## src/rtl/cayde_fetch.sv

```systemverilog
// Instruction fetch stage: sequential PC generation, credit-limited memory requests,
// in-order instruction buffer and redirect flush. Optional macro: CAYDE_FETCH_MISALIGN_CHECK_EN.
module cayde_fetch #(
  parameter logic [31:0] RESET_PC   = 32'h0000_0000,
  parameter int          FIFO_DEPTH = 2
) (
  input  logic        clk,
  input  logic        rst_n,
  output logic        imem_req_valid,
  input  logic        imem_req_ready,
  output logic [31:0] imem_req_addr,
  input  logic        imem_rsp_valid,
  input  logic [31:0] imem_rsp_data,
  input  logic        redirect_valid,
  input  logic [31:0] redirect_pc,
  output logic        instr_valid,
  input  logic        instr_ready,
  output logic [31:0] instr_out,
  output logic [31:0] instr_pc,
  output logic        fetch_err
);

  localparam int AW = $clog2(FIFO_DEPTH);
  localparam int CW = $clog2(FIFO_DEPTH + 1);
  localparam logic [CW:0] DEPTH_C = (CW + 1)'(FIFO_DEPTH);

  localparam logic ST_RUN  = 1'b0;
  localparam logic ST_HALT = 1'b1;

  logic          state_reg, state_next;
  logic [31:0]   pc_reg, pc_next;
  logic [31:0]   rsp_pc_reg, rsp_pc_next;
  logic [CW-1:0] out_reg, out_next;
  logic [CW-1:0] drop_reg, drop_next;
  logic [CW-1:0] count_reg, count_next;
  logic [AW-1:0] rd_ptr_reg, rd_ptr_next;
  logic [AW-1:0] wr_ptr_reg, wr_ptr_next;
  logic [31:0]   head_instr_reg, head_instr_next;
  logic [31:0]   head_pc_reg, head_pc_next;

  logic [31:0]   fifo_instr [FIFO_DEPTH];
  logic [31:0]   fifo_pc    [FIFO_DEPTH];

  logic [31:0]   redir_target;
  logic          redir_misaligned;
  logic [CW:0]   credit_used;
  logic          accept, rsp_ok, rsp_drop, push, pop;

`ifdef CAYDE_FETCH_MISALIGN_CHECK_EN
  assign redir_target     = redirect_pc;
  assign redir_misaligned = |redirect_pc[1:0];
  assign fetch_err        = (state_reg == ST_HALT);
`else
  assign redir_target     = redirect_pc & 32'hFFFF_FFFC;
  assign redir_misaligned = 1'b0;
  assign fetch_err        = 1'b0;
`endif

  // Buffered words plus in-flight requests may never exceed the buffer size.
  assign credit_used    = {1'b0, count_reg} + {1'b0, out_reg};
  assign imem_req_valid = rst_n & (state_reg == ST_RUN) & ~redirect_valid & (credit_used < DEPTH_C);
  assign imem_req_addr  = pc_reg;
  assign accept         = imem_req_valid & imem_req_ready;

  assign rsp_ok   = imem_rsp_valid & (out_reg != '0);
  assign rsp_drop = rsp_ok & (drop_reg != '0);
  assign push     = rsp_ok & ~rsp_drop & ~redirect_valid;

  assign instr_valid = rst_n & (count_reg != '0) & ~redirect_valid;
  assign pop         = instr_valid & instr_ready;
  assign instr_out   = head_instr_reg;
  assign instr_pc    = head_pc_reg;

  always_comb begin
    state_next  = state_reg;
    pc_next     = pc_reg;
    rsp_pc_next = rsp_pc_reg;
    out_next    = out_reg + CW'(accept) - CW'(rsp_ok);
    drop_next   = drop_reg;
    if (redirect_valid) begin
      state_next  = redir_misaligned ? ST_HALT : ST_RUN;
      pc_next     = redir_target;
      rsp_pc_next = redir_target;
      // Everything still in flight belongs to the old stream.
      drop_next   = out_reg - CW'(rsp_ok);
    end else begin
      if (accept)
        pc_next = pc_reg + 32'd4;
      if (push)
        rsp_pc_next = rsp_pc_reg + 32'd4;
      if (rsp_drop)
        drop_next = drop_reg - CW'(1);
    end
  end

  always_comb begin
    count_next  = count_reg;
    rd_ptr_next = rd_ptr_reg;
    wr_ptr_next = wr_ptr_reg;
    if (redirect_valid) begin
      count_next  = '0;
      rd_ptr_next = wr_ptr_reg;
    end else begin
      if (push)
        wr_ptr_next = wr_ptr_reg + AW'(1);
      if (pop)
        rd_ptr_next = rd_ptr_reg + AW'(1);
      count_next = count_reg + CW'(push) - CW'(pop);
    end
    // Head registers preload the entry that will be at the front next cycle.
    head_instr_next = head_instr_reg;
    head_pc_next    = head_pc_reg;
    if (count_next != '0) begin
      if (push && (rd_ptr_next == wr_ptr_reg)) begin
        head_instr_next = imem_rsp_data;
        head_pc_next    = rsp_pc_reg;
      end else begin
        head_instr_next = fifo_instr[rd_ptr_next];
        head_pc_next    = fifo_pc[rd_ptr_next];
      end
    end
  end

  always_ff @(posedge clk) begin
    if (push) begin
      fifo_instr[wr_ptr_reg] <= imem_rsp_data;
      fifo_pc[wr_ptr_reg]    <= rsp_pc_reg;
    end
  end

  always_ff @(posedge clk) begin
    if (!rst_n) begin
      state_reg      <= ST_RUN;
      pc_reg         <= RESET_PC;
      rsp_pc_reg     <= RESET_PC;
      out_reg        <= '0;
      drop_reg       <= '0;
      count_reg      <= '0;
      rd_ptr_reg     <= '0;
      wr_ptr_reg     <= '0;
      head_instr_reg <= '0;
      head_pc_reg    <= '0;
    end else begin
      state_reg      <= state_next;
      pc_reg         <= pc_next;
      rsp_pc_reg     <= rsp_pc_next;
      out_reg        <= out_next;
      drop_reg       <= drop_next;
      count_reg      <= count_next;
      rd_ptr_reg     <= rd_ptr_next;
      wr_ptr_reg     <= wr_ptr_next;
      head_instr_reg <= head_instr_next;
      head_pc_reg    <= head_pc_next;
    end
  end

endmodule

```

## config.mk

```make
export PLATFORM = sky130hd
export DESIGN_NAME = cayde_fetch
export DESIGN_NICKNAME = d
export VERILOG_FILES = /design/src/rtl/cayde_fetch.sv
export SDC_FILE = /design/constraint.sdc
export NUM_CORES = 1
export LEC_CHECK = 0
export CAP_MARGIN = 0
export CELL_PAD_IN_SITES_DETAIL_PLACEMENT = 1
export CELL_PAD_IN_SITES_GLOBAL_PLACEMENT = 1
export CORE_MARGIN = 3
export CORE_UTILIZATION = 44
export DETAILED_ROUTE_END_ITERATION = 16
export PLACE_DENSITY = 0.79
export SYNTH_ARGS = -nofsm -noshare
export SYNTH_HDL_FRONTEND = slang
export SYNTH_SLANG_ARGS = --single-unit
export TNS_END_PERCENT = 50
```

## constraint.sdc

```tcl
create_clock -name clk -period 5.5 [get_ports clk]
set_input_delay 1.1 -clock clk [delete_from_list [all_inputs] [get_ports clk]]
set_output_delay 1.1 -clock clk [all_outputs]
set_load 0.05 [all_outputs]
```

# Word level (Yosys, flattened, before mapping)
# Memories as Yosys holds them, arrays and structs flattened. A register that Yosys moved wholly into a read port is not among the register bits.
# Cells that the tools add are included.
totals:
  reg_bits: 72
  ram_bits: 128
  inputBits: 70
  output_inout_bits: 99
  word_cells: 58
  n_memories: 2
mem_list:
  columns: ["memory", "words", "word_bits", "read_ports", "rd_clocked_by_memory_dff", "wr", "line", "text"]
  rows:
  - ["fifo_instr", 2, 32, 1, 1, 1, "41", "logic [31:0] fifo_instr [FIFO_DEPTH];"]
  - ["fifo_pc", 2, 32, 1, 1, 1, "42", "logic [31:0] fifo_pc [FIFO_DEPTH];"]
op_classes:
  add_sub_neg: 11
  order_cmp: 1
  muxes: 11
  n_bitwise: 13
  n_reduce_logical: 11
ops:
  columns: ["operator", "n"]
  rows:
  - ["32-bit 2-to-1 mux", 4]
  - ["32-bit by 3-bit adder with 32-bit output (second input constant)", 2]
  - ["2-bit nonzero test", 7]
  - ["1-bit bitwise AND", 10]
  - ["2-bit 2-to-1 mux", 3]
  - ["2-bit by 1-bit subtractor with 2-bit output", 3]
  - ["2-bit by 1-bit adder with 2-bit output", 2]
  - ["1-bit 2-to-1 mux", 4]
  - ["2-bit by 2-bit adder with 3-bit output", 1]
  - ["3-bit by 2-bit less-than comparator with 1-bit output (second input constant)", 1]
  - ["1-bit NOT", 3]
  - ["1-bit adder (second input constant)", 2]
  - ["1-bit logical NOT", 2]
  - ["2-bit AND reduction", 1]
  - ["2-bit OR reduction", 1]
  - ["2-bit by 1-bit subtractor with 2-bit output (second input constant)", 1]

# Depth between registers and ports, before layout
logic_depth:
  ltp_word: 10
  depth_mapped: 15
  mapped_depth_nobuf: 13

# Worst setup path before layout
# No wires, ideal clock.
synth_path:
  path_kind: "input-to-reg"
  startpoint: "input imem_rsp_valid"
  endpoint: "memory fifo_instr[0][0] (enable)"
  setup_ns: 0.484
  arrival_ns: 4.313
  t_required_ns: 5.016
  setup_slack_ns: 0.703
  stages: 4
  path_buffers: 0
  cell_sequence: "o211ai_1 nor2_1 inv_2 nor2_1"
synth_via:
  elab_chain_cells: 7
synth_rtl:
  columns: ["element", "line", "text"]
  rows:
  - ["start, declared", "12", "input logic imem_rsp_valid,"]
  - ["1-bit bitwise AND (*)", "65", "assign rsp_ok = imem_rsp_valid & (out_reg != '0);"]
  - ["1-bit bitwise AND", "66", "assign rsp_drop = rsp_ok & (drop_reg != '0);"]
  - ["1-bit NOT", "67", "assign push = rsp_ok & ~rsp_drop & ~redirect_valid;"]
  - ["1-bit bitwise AND (*) (2 in a row)", "67", null]
  - ["1-bit 2-to-1 mux (*)", "125", "if (push) begin"]
  - ["1-bit 2-to-1 mux (not written as such) (*)", "126", "fifo_instr[wr_ptr_reg] <= imem_rsp_data;"]
  - ["end, declared", "41", null]
# Every way passes the cells marked *; elsewhere a longest branch is shown, timed or not.

# Final worst setup path
layout_path:
  startpoint: "input rst_n"
  endpoint: "output imem_req_valid"
layout_via:
  elab_chain_cells: 2
layout_rtl:
  columns: ["element", "line", "text"]
  rows:
  - ["start, declared", "8", "input logic rst_n,"]
  - ["1-bit bitwise AND (2 in a row)", "61", "assign imem_req_valid = rst_n & (state_reg == ST_RUN) & ~redirect_valid & (credit_used < DEPTH_C);"]
  - ["end, declared", "9", "output logic imem_req_valid,"]
# Every way passes these cells.

==> qor.yml <==
synth.most_common_cell: "dfxtp_1"
tns_ns: 0
power_leakage_nw: 4.93
rows: 60
power_density_nw_per_um2: 339
cpMostUsedCell: "clkdlybuf4s50_1"
cts_buffer_depth: 3
rsz0062_at_grt: "no"
grt_usage_pct: 23.0
fin_area_um2: 15000
cts.repair.resized: 0
synth_ff_type: "dfxtp_1"
start_kind: "primary input"
hold_buffers: 0
start_util_pct: 44.9
cp_max_fo: 43
synth_area_leaders: "edfxtp_1, dfxtp_1, mux2i_1"
num-fill-cells: 2867
drc_errors: 0
slew-limit-headroom_pct: 36.9
cts_max_level: 1
hold_viol_final: 0
via_per_inst: 5.98
netlist_area_um2: 12100
critPathArrivalTime_ns: 3.42
yosys.area.top_type: "edfxtp_1"
cap_violations: 0
fmax_mhz: 221
ys_seq_area_share_pct: 52.2
cp_data_required_time_ns: 4.40
wl_per_cell_um: 21.6
antenna_found_initial: 0
clkSlewWorstSetupHoldPaths_ns: 0.06
top_usage_layer: "met2"
setup_slack_ns: 0.981
cts_setup_buffers: 0
ant_nets: 0
synth_top_area_share_pct: 30.7
place_area_um2: 14000
routed_wl_um: 34600
cts_tree: "done"
boundaryPins: 169
grt_start_max_net_pins: 87
grtUsageMet3_pct: 3.32
gp_congestion: 0.791
largest-register: "fifo_instr"
post-route-min-period_ns: 4.52
slowest_delay_ns: 0.88
fin_nets: 1320
async_flop_share_pct: 0
die_h_um: 172
drive_gt1_share_pct: 6.49
synth_top_cells_by_count: "dfxtp_1, mux2i_1, edfxtp_1"
area_delta_synth_final_pct: 23.4
synth-seq-cells: 254
grt_pass1_wl_um: 54500
setup_viol: 0
p_total_mw: 5.07
fin_skew_ns: 0.0111
core_area_um2: 27000
cp-end-kind: "output pin"
place_ws_ns: 0.656
clock-sinks: 254
numCtsBuffers: 28
reg2regPathDepth: 15
antennaDiodeCount: 0
cp_cell_sequence: "clkdlybuf4s50_1 -> buf_4 -> nor4b_4 -> clkdlybuf4s50_1"
die_w_um: 172
synth_enable_flop_cells: 124
crit_type: "in2out"
dr.pass1.iters: 5
grt_overflow: 0
vias: 9588
io_buffers: 161
min_path_cells: 2
hold_class: "reg2reg"
dp_hpwl_um: 21800
min_from: "instr_out[19]$_SDFFE_PN0P_"
maxSlewViolCount: 0
status: "finished clean"
grtUsageMet1_pct: 29.6
worst_slew_pin_slew_ns: 0.943
fp.dieArea_um2: 29600
finalCritPeriodShare_pct: 82.2
timing.rr.start: "drop_reg[0]$_SDFFE_PN0P_"
grt_pass1_vias: 10252
gr-usage-met2_pct: 40.8
drt_iter0_drc: 471
syn_inst: 1118
synth_cell_types: 56
ys_warn_count: 0
cts_root_buffer: "clkbuf_16"
crit_start: "rst_n"
clkLatencyLatePin_ns: 0.55
crit_path_top_delay_cell: "clkdlybuf4s50_1"
fin_util_pct: 55.4
vdd_drop_max_uv: 179
largest_reg_flops: 64
syn_area_per_cell_um2: 10.8
==> logic make-up (layout without fill, tap and decap cells) <==
family,after synthesis,in the layout,share of synthesized area [%]
other,1,5,0.0309
buffers and inverters,163,304,5.50
and+or+nand+nor,211,211,9.23
muxes,126,126,10.4
adders and majority gates,9,9,0.991
DFF,254,254,52.2
AOI/OAI and AO/OA,295,295,17.2
xor gates and xnor gates,59,59,4.49
==> where the power goes <==
group / internal [mW] / switching, mW
sequential: 2.12 / 0.132
clock: 1.13 / 0.755
combinational: 0.369 / 0.563
total: 3.62 / 1.45
==> final cells by class <==
cell class	instances	area (µm²)	area share, %
multi-input cells	705	5180	34.6
repair buffers	175	1790	12.0
flip-flops and latches	254	6330	42.3
clock inverters	7	60.1	0.401
well taps	341	427	2.85
inverters	77	292	1.95
clock buffers	45	877	5.86
==> routing by layer <==
layer  vias to the layer above  routed length (µm)
li1                       4509                   -
met1                      4800               15200
met2                       229               17100
met3                        50                1650
met4                         0                 643
met5                         -                   0
==> path summary, 6_finish.rpt <==
check                                to  slack, ns
max                      imem_req_valid       0.98
min          instr_out[19]$_SDFFE_PN0P_       0.46
max reg2reg  instr_out[30]$_SDFFE_PN0P_       1.65
min reg2reg  instr_out[19]$_SDFFE_PN0P_       0.46
==> placed cells by master (no fill, tap or decap), types with 6 or more instances in the layout <==
| cell type | Yosys | final |
|---|---|---|
| nor4_2 | 6 | 6 |
| ha_1 | 8 | 8 |
| buf_12 | 0 | 6 |
| nand4_1 | 20 | 20 |
| dfxtp_1 | 130 | 128 |
| and2_1 | 7 | 7 |
| nor2_1 | 15 | 13 |
| o22ai_1 | 62 | 62 |
| clkbuf_8 | 0 | 7 |
| inv_1 | 74 | 74 |
| and3_1 | 6 | 6 |
| xnor2_1 | 54 | 54 |
| nand3_1 | 21 | 21 |
| mux2i_1 | 125 | 125 |
| clkinv_2 | 0 | 6 |
| a221oi_1 | 62 | 62 |
| clkdlybuf4s50_1 | 0 | 161 |
| buf_4 | 7 | 8 |
| nor3_1 | 19 | 19 |
| a21oi_1 | 55 | 55 |
| o21ai_0 | 33 | 33 |
| o221ai_1 | 62 | 62 |
| clkbuf_16 | 0 | 30 |
| clkbuf_1 | 53 | 8 |
| nand2_1 | 90 | 90 |
| edfxtp_1 | 124 | 124 |
==> stage by stage <==
| step | std cells | hold WS [ns] |
|---|---|---|
| 2_1_floorplan | 1122 | 0.426 |
| 3_3_place_gp | 1552 | 0.437 |
| 3_5_place_dp | 1552 | 0.439 |
| 4_1_cts | 1604 | 0.466 |
| 5_1_grt | 1604 | 0.495 |
| 6_report | 1604 | 0.462 |
==> critical path: cells and delay by family <==
kind / cells / cell delay, ns
buffers and inverters: 3 / 1.90
and+or+nand+nor: 1 / 0.41
No activity file was read; power rests on OpenSTA's default activity.
==> RTL edit 1: new RTL, config.mk and constraints unchanged <==
Add a define of `CAYDE_FETCH_MISALIGN_CHECK_EN`.
--- a/src/rtl/cayde_fetch.sv
+++ b/src/rtl/cayde_fetch.sv
@@ -1,5 +1,7 @@
 // Instruction fetch stage: sequential PC generation, credit-limited memory requests,
 // in-order instruction buffer and redirect flush. Optional macro: CAYDE_FETCH_MISALIGN_CHECK_EN.
+`define CAYDE_FETCH_MISALIGN_CHECK_EN
+
 module cayde_fetch #(
   parameter logic [31:0] RESET_PC   = 32'h0000_0000,
   parameter int          FIFO_DEPTH = 2
Function: changed (Yosys sat finds a counterexample within 4 cycles, from zero or initial values and one cycle with rst_n low).
==> RTL edit 1 against the unedited design <==
Sequential power rose by 4%. Power rose by 7.2%. Sequential cell count rose by 11. Synthesized area rose by 7.2%. Count of clock-buffer cells in the layout fell by 5. Die area rose by 6.9%. Clock power rose by 11%. Worst setup slack improved by 0.070 ns. First-iteration DRC count rose by 47%. Routed wire length rose by 11%. Final area rose by 6.9%. Largest cell class unchanged. Highest routed layer unchanged.
==> RTL edit 1: results (changes against the unedited design) <==
Finish
  • Fill cells: 3008 (was 2867)
  • Nets: 1373 (was 1320)
  • Diodes inserted: 0 (unchanged)

Placement
  • Placed Area: 0.01494 mm2 (was 0.01402 mm2)
  • Place WS: 0.9224 ns (was 0.6556 ns)
  • Final HPWL DP: 24690 um (was 21800 um)
  • Placed cell count: 1646 (was 1552)
  • Final GP Congestion: 0.7844 (was 0.7913)
  • Port bufs: 168 (was 161)

Yosys
  • EDFF count, synth: 128 (was 124)
  • Top post-synthesis cells by area: edfxtp_1 (30%), dfxtp_1 (21%), mux2i_1 (9.9%) (was edfxtp_1 (31%), dfxtp_1 (21%), mux2i_1 (10%))
  • Gate Count Post-Synth: 1160 (was 1118)
  • Synth cell types: 60 (was 56)
  • Seq/Total Area, Yosys: 0.5068 (was 0.5218)
  • Post-synth top cells: dfxtp_1 (137), mux2i_1 (129), edfxtp_1 (128) (was dfxtp_1 (130), mux2i_1 (125), edfxtp_1 (124))

STA
  • Worst-margin pin slew: 1.084 ns (was 0.9429 ns)
  • Clock skew: 0.01158 ns (was 0.01113 ns)

Power
  • LEAKAGE: 5.259 nW (was 4.928 nW)
  • Maximum vdd drop: 0.2355 mV (was 0.1786 mV)
  • P_int: 0.003866 W (was 0.003621 W)

Run status
  • Status: finished, final reports clean (unchanged)

Critical path
  • CP Max Fanout: 10 (was 43)
  • WP data arrival: 3.35 ns (was 3.42 ns)
  • Critical Path Max Stage Delay: 0.80 ns (was 0.88 ns)

Global route
  • Largest net degree at the start of global routing: 82 (was 87)
  • Vias in the first global route: 10.94k (was 10.25k)
  • Total GRT Usage: 0.2385 (was 0.2302)
  • First-pass GRT wire length: 60340 um (was 54540 um)

Route
  • Via density: 5.949 (was 5.978)
  • Wire length per cell: 22.51 um (was 21.60 um)
  • Total wire length: 38320 um (was 34640 um)
  • Number of DRC violations after detailed-routing iteration 0: 693 (was 471)

Clock tree
  • Cts bufs inserted: 30 (was 28)
-- RTL edit 1: cell types whose count changed in the layout (fill, tap and decap cells not counted), sizes merged, moves of 7 or more --
cell           before  now
buf                14   21
clkdlybuf4s50     161  168
dfxtp             130  137
nand2              90   99
nand4              20   29
nor2               16   23
nor3               21   12
xnor2              54   46
xor2                3   11
-- RTL edit 1: per-layer routing --
layer / vias to the layer above / track usage / part of all wire
met3: 49 / 0.03723 / 0.056
met4: 0 / 0.04974 / 0.017
li1: 4690 / - / -
met5: - / 0 / 0
met2: 311 / 0.4072 / 0.49
met1: 5076 / 0.3217 / 0.44
-- RTL edit 1: per-stage QoR --
step                hold slack [ns]  power [W]  utilization
detailed placement           0.4442   0.003378       0.5163
global placement             0.4301   0.003338       0.5163
finish                       0.4594   0.005437       0.5527
global route                 0.4838   0.005644       0.5527
CTS                          0.4578   0.005468       0.5527
floorplan                    0.4256   0.003036            -
-- RTL edit 1: final timing paths --
| check | start | end | slack (ns) | cells after the start |
|---|---|---|---|---|
| min reg2reg | rsp_pc_reg[31] | fifo_pc[0][31] | 0.46 | 0 |
| max reg2reg | drop_reg[0] | instr_out[9] | 1.97 | 14 |
| max | redirect_valid | imem_req_valid | 1.05 | 4 |
| min | rsp_pc_reg[31] | fifo_pc[0][31] | 0.46 | 0 |
-- RTL edit 1: kinds of logic after synthesis --
family          after synthesis  share of synthesized area
compound gates              307                     0.1969
flops                       265                     0.5068
mux                         130                     0.1002
simple gates                226                    0.08752
buf+inv                     164                    0.05729
xor+xnor                     59                    0.04198
fa+ha+maj                     9                   0.009244
-- RTL edit 1: area by class of cell --
type / instances / area, um2 / share of cell area
Clock buffer: 40 / 882.1 / 0.05516
Clock inverter: 16 / 170.2 / 0.01064
Inverter: 77 / 291.5 / 0.01823
Multi-Input combinational cell: 731 / 5685 / 0.3555
Sequential cell: 265 / 6594 / 0.4123
Tap cell: 384 / 480.5 / 0.03004
Timing Repair Buffer: 189 / 1889 / 0.1181
-- RTL edit 1: power by group through the flow --
stage                     registers, W  clock network, W  logic (W)
after floorplan                0.00251                 0   0.000526
after global placement         0.00238                 0   0.000962
after detailed placement       0.00239                 0   0.000993
after CTS                      0.00235           0.00212    0.00100
after global routing           0.00237           0.00221    0.00107
final                          0.00235           0.00209   0.000999
==> RTL edit 2: new RTL, same settings <==
Made on the original files. Reset style: asynchronous (`rst_n`), changed in one clocked block.
--- a/src/rtl/cayde_fetch.sv
+++ b/src/rtl/cayde_fetch.sv
@@ -128,7 +128,7 @@
     end
   end
 
-  always_ff @(posedge clk) begin
+  always_ff @(posedge clk or negedge rst_n) begin
     if (!rst_n) begin
       state_reg      <= ST_RUN;
       pc_reg         <= RESET_PC;
Formal check against the unedited RTL: differs if rst_n is asserted again (counterexample within 4 cycles, from zero or initial values and one cycle with rst_n low); with rst_n held inactive, the same outputs for 4 cycles.
==> RTL edit 2 against the unedited design <==
Final area fell by 6.6%. Synthesized cell count down 12%. Critical path type is now in2reg. Sequential cell count stayed put. Worst setup slack better by 0.32 ns. Largest cell class unchanged. Global-route usage shrank 0.71 points. Clock skew decreased by 0.0057 ns. Cell count down 8.1%. Synthesized area down 8.0%. Critical endpoint is now instr_out[20]. Routed wire length is 11% lower.
Power is not compared: it rests on default switching activity, and its combinational part moved more than twofold at a synthesized area within 25%.
==> RTL edit 2: results (changes against the unedited design) <==
Run status
  • Status: finished, final reports clean (unchanged)

Critical path
  • WP data arrival: 4.63 ns (was 3.42 ns)
  • R2R Path Start: drop_reg[0] (unchanged)
  • Crit path from: imem_rsp_valid (was rst_n)
  • Critical Path Max Stage Delay: 0.54 ns (was 0.88 ns)
  • CP Max Fanout: 56 (was 43)
  • R2R Setup Slk: 1.67 ns (was 1.65 ns)
  • Reg2reg path depth: 14 (was 15)
  • Crit-path slowest cell: a21o_4 (was clkdlybuf4s50_1)
  • RR Endpoint: instr_out[20] (was instr_out[30])

Route
  • Wire length per cell: 20.97 um (was 21.60 um)
  • Via density: 5.785 (was 5.978)
  • Total wire length: 30910 um (was 34640 um)
  • Number of DRC violations after detailed-routing iteration 0: 493 (was 471)

Hold path
  • Hold WC Path Type: in2async (was reg2reg)

Die
  • Row cnt: 57 (was 60)

Finish
  • Nets: 1207 (was 1320)
  • Clock buf/inv share: 0.06190 (was 0.06264)
  • Fraction of area in multi-input gates: 0.2785 (was 0.3463)
  • Sequential cell area share: 0.4995 (was 0.4233)
  • Clock buffer count: 40 (was 45)
  • Invs w/o clock: 17 (was 77)
  • Synthesis-to-finish area growth: 25.28% (was 23.42%)
  • Share of cells above drive strength 1: 0.06348 (was 0.06492)
  • Buffers excl. clock: 179 (was 175)
  • Fill cells: 2536 (was 2867)
  • FF+latch count: 254 (unchanged)

STA
  • Slew HR: 0.3635 (was 0.3690)
  • Hold_ws: 0.4451 ns (was 0.4623 ns)
  • Clock skew: 0.005396 ns (was 0.01113 ns)

Global route
  • Met2 usage: 0.3904 (was 0.4082)
  • Vias in the first global route: 9033 (was 10.25k)
  • Total GRT Usage: 0.2231 (was 0.2302)
  • Largest net degree at the start of global routing: 67 (was 87)
  • Met3 Use GR: 0.02819 (was 0.03315)
  • Met1 GRT Util: 0.2972 (was 0.2960)

Yosys
  • Mux cell area share after synthesis: 0.004601 (was 0.1041)
  • Count leader, synth: dfrtp_1 (was dfxtp_1)
  • Syn_area_per_cell: 11.34 um2 (was 10.84 um2)
  • Post-synth ARST share: 0.5118 (was 0)
  • Synth Area in Compound Gates: 0.1385 (was 0.1716)
  • Post-Synth XOR/XNOR Area: 0.02828 (was 0.04490)
  • Seq/Total Area, Yosys: 0.6257 (was 0.5218)

Placement
  • Placed cell count: 1422 (was 1552)
  • Place WS: 0.8251 ns (was 0.6556 ns)
  • Final GP Congestion: 0.8311 (was 0.7913)
  • Final HPWL DP: 19540 um (was 21800 um)
  • Placed Area: 0.01310 mm2 (was 0.01402 mm2)

Clock tree
  • Cells resized by post-CTS repair: 0 (unchanged)
  • Worst skew pair latency: 0.53 ns (was 0.55 ns)
-- RTL edit 2: cell count changes in the layout (fill, tap and decap cells not counted), sizes merged, moves of 61 or more --
cell,delta
a221oi,-62
and3,+61
dfrtp,+130
dfxtp,-130
mux2i,-121
nor2,+76
o221ai,-62
o22ai,-62
o31ai,+61
-- RTL edit 2: how the worst max path moves through the flow --
stage | cells past startpoint | end | slack, ns
3_5_place_dp | 13 | instr_out[20] | 0.83
6_report | 13 | instr_out[20] | 1.30
4_1_cts | 4 | imem_req_valid | 1.29
5_1_grt | 13 | instr_out[20] | 1.07
2_1_floorplan | 4 | fifo_instr[0][0] | 0.81
3_3_place_gp | 13 | instr_out[26] | 0.93
-- RTL edit 2: routing by layer --
layer,part of all wire,wire length [um]
met3,0.053,1637
met1,0.43,13410
met4,0.020,611
met5,0,0
met2,0.49,15250
-- RTL edit 2: cell families after synthesis --
logic type	count (synthesis)
fa+ha+maj	9
buf+inv	85
compound gates	221
other cells	1
simple gates	372
flops	254
xor+xnor	36
mux	5
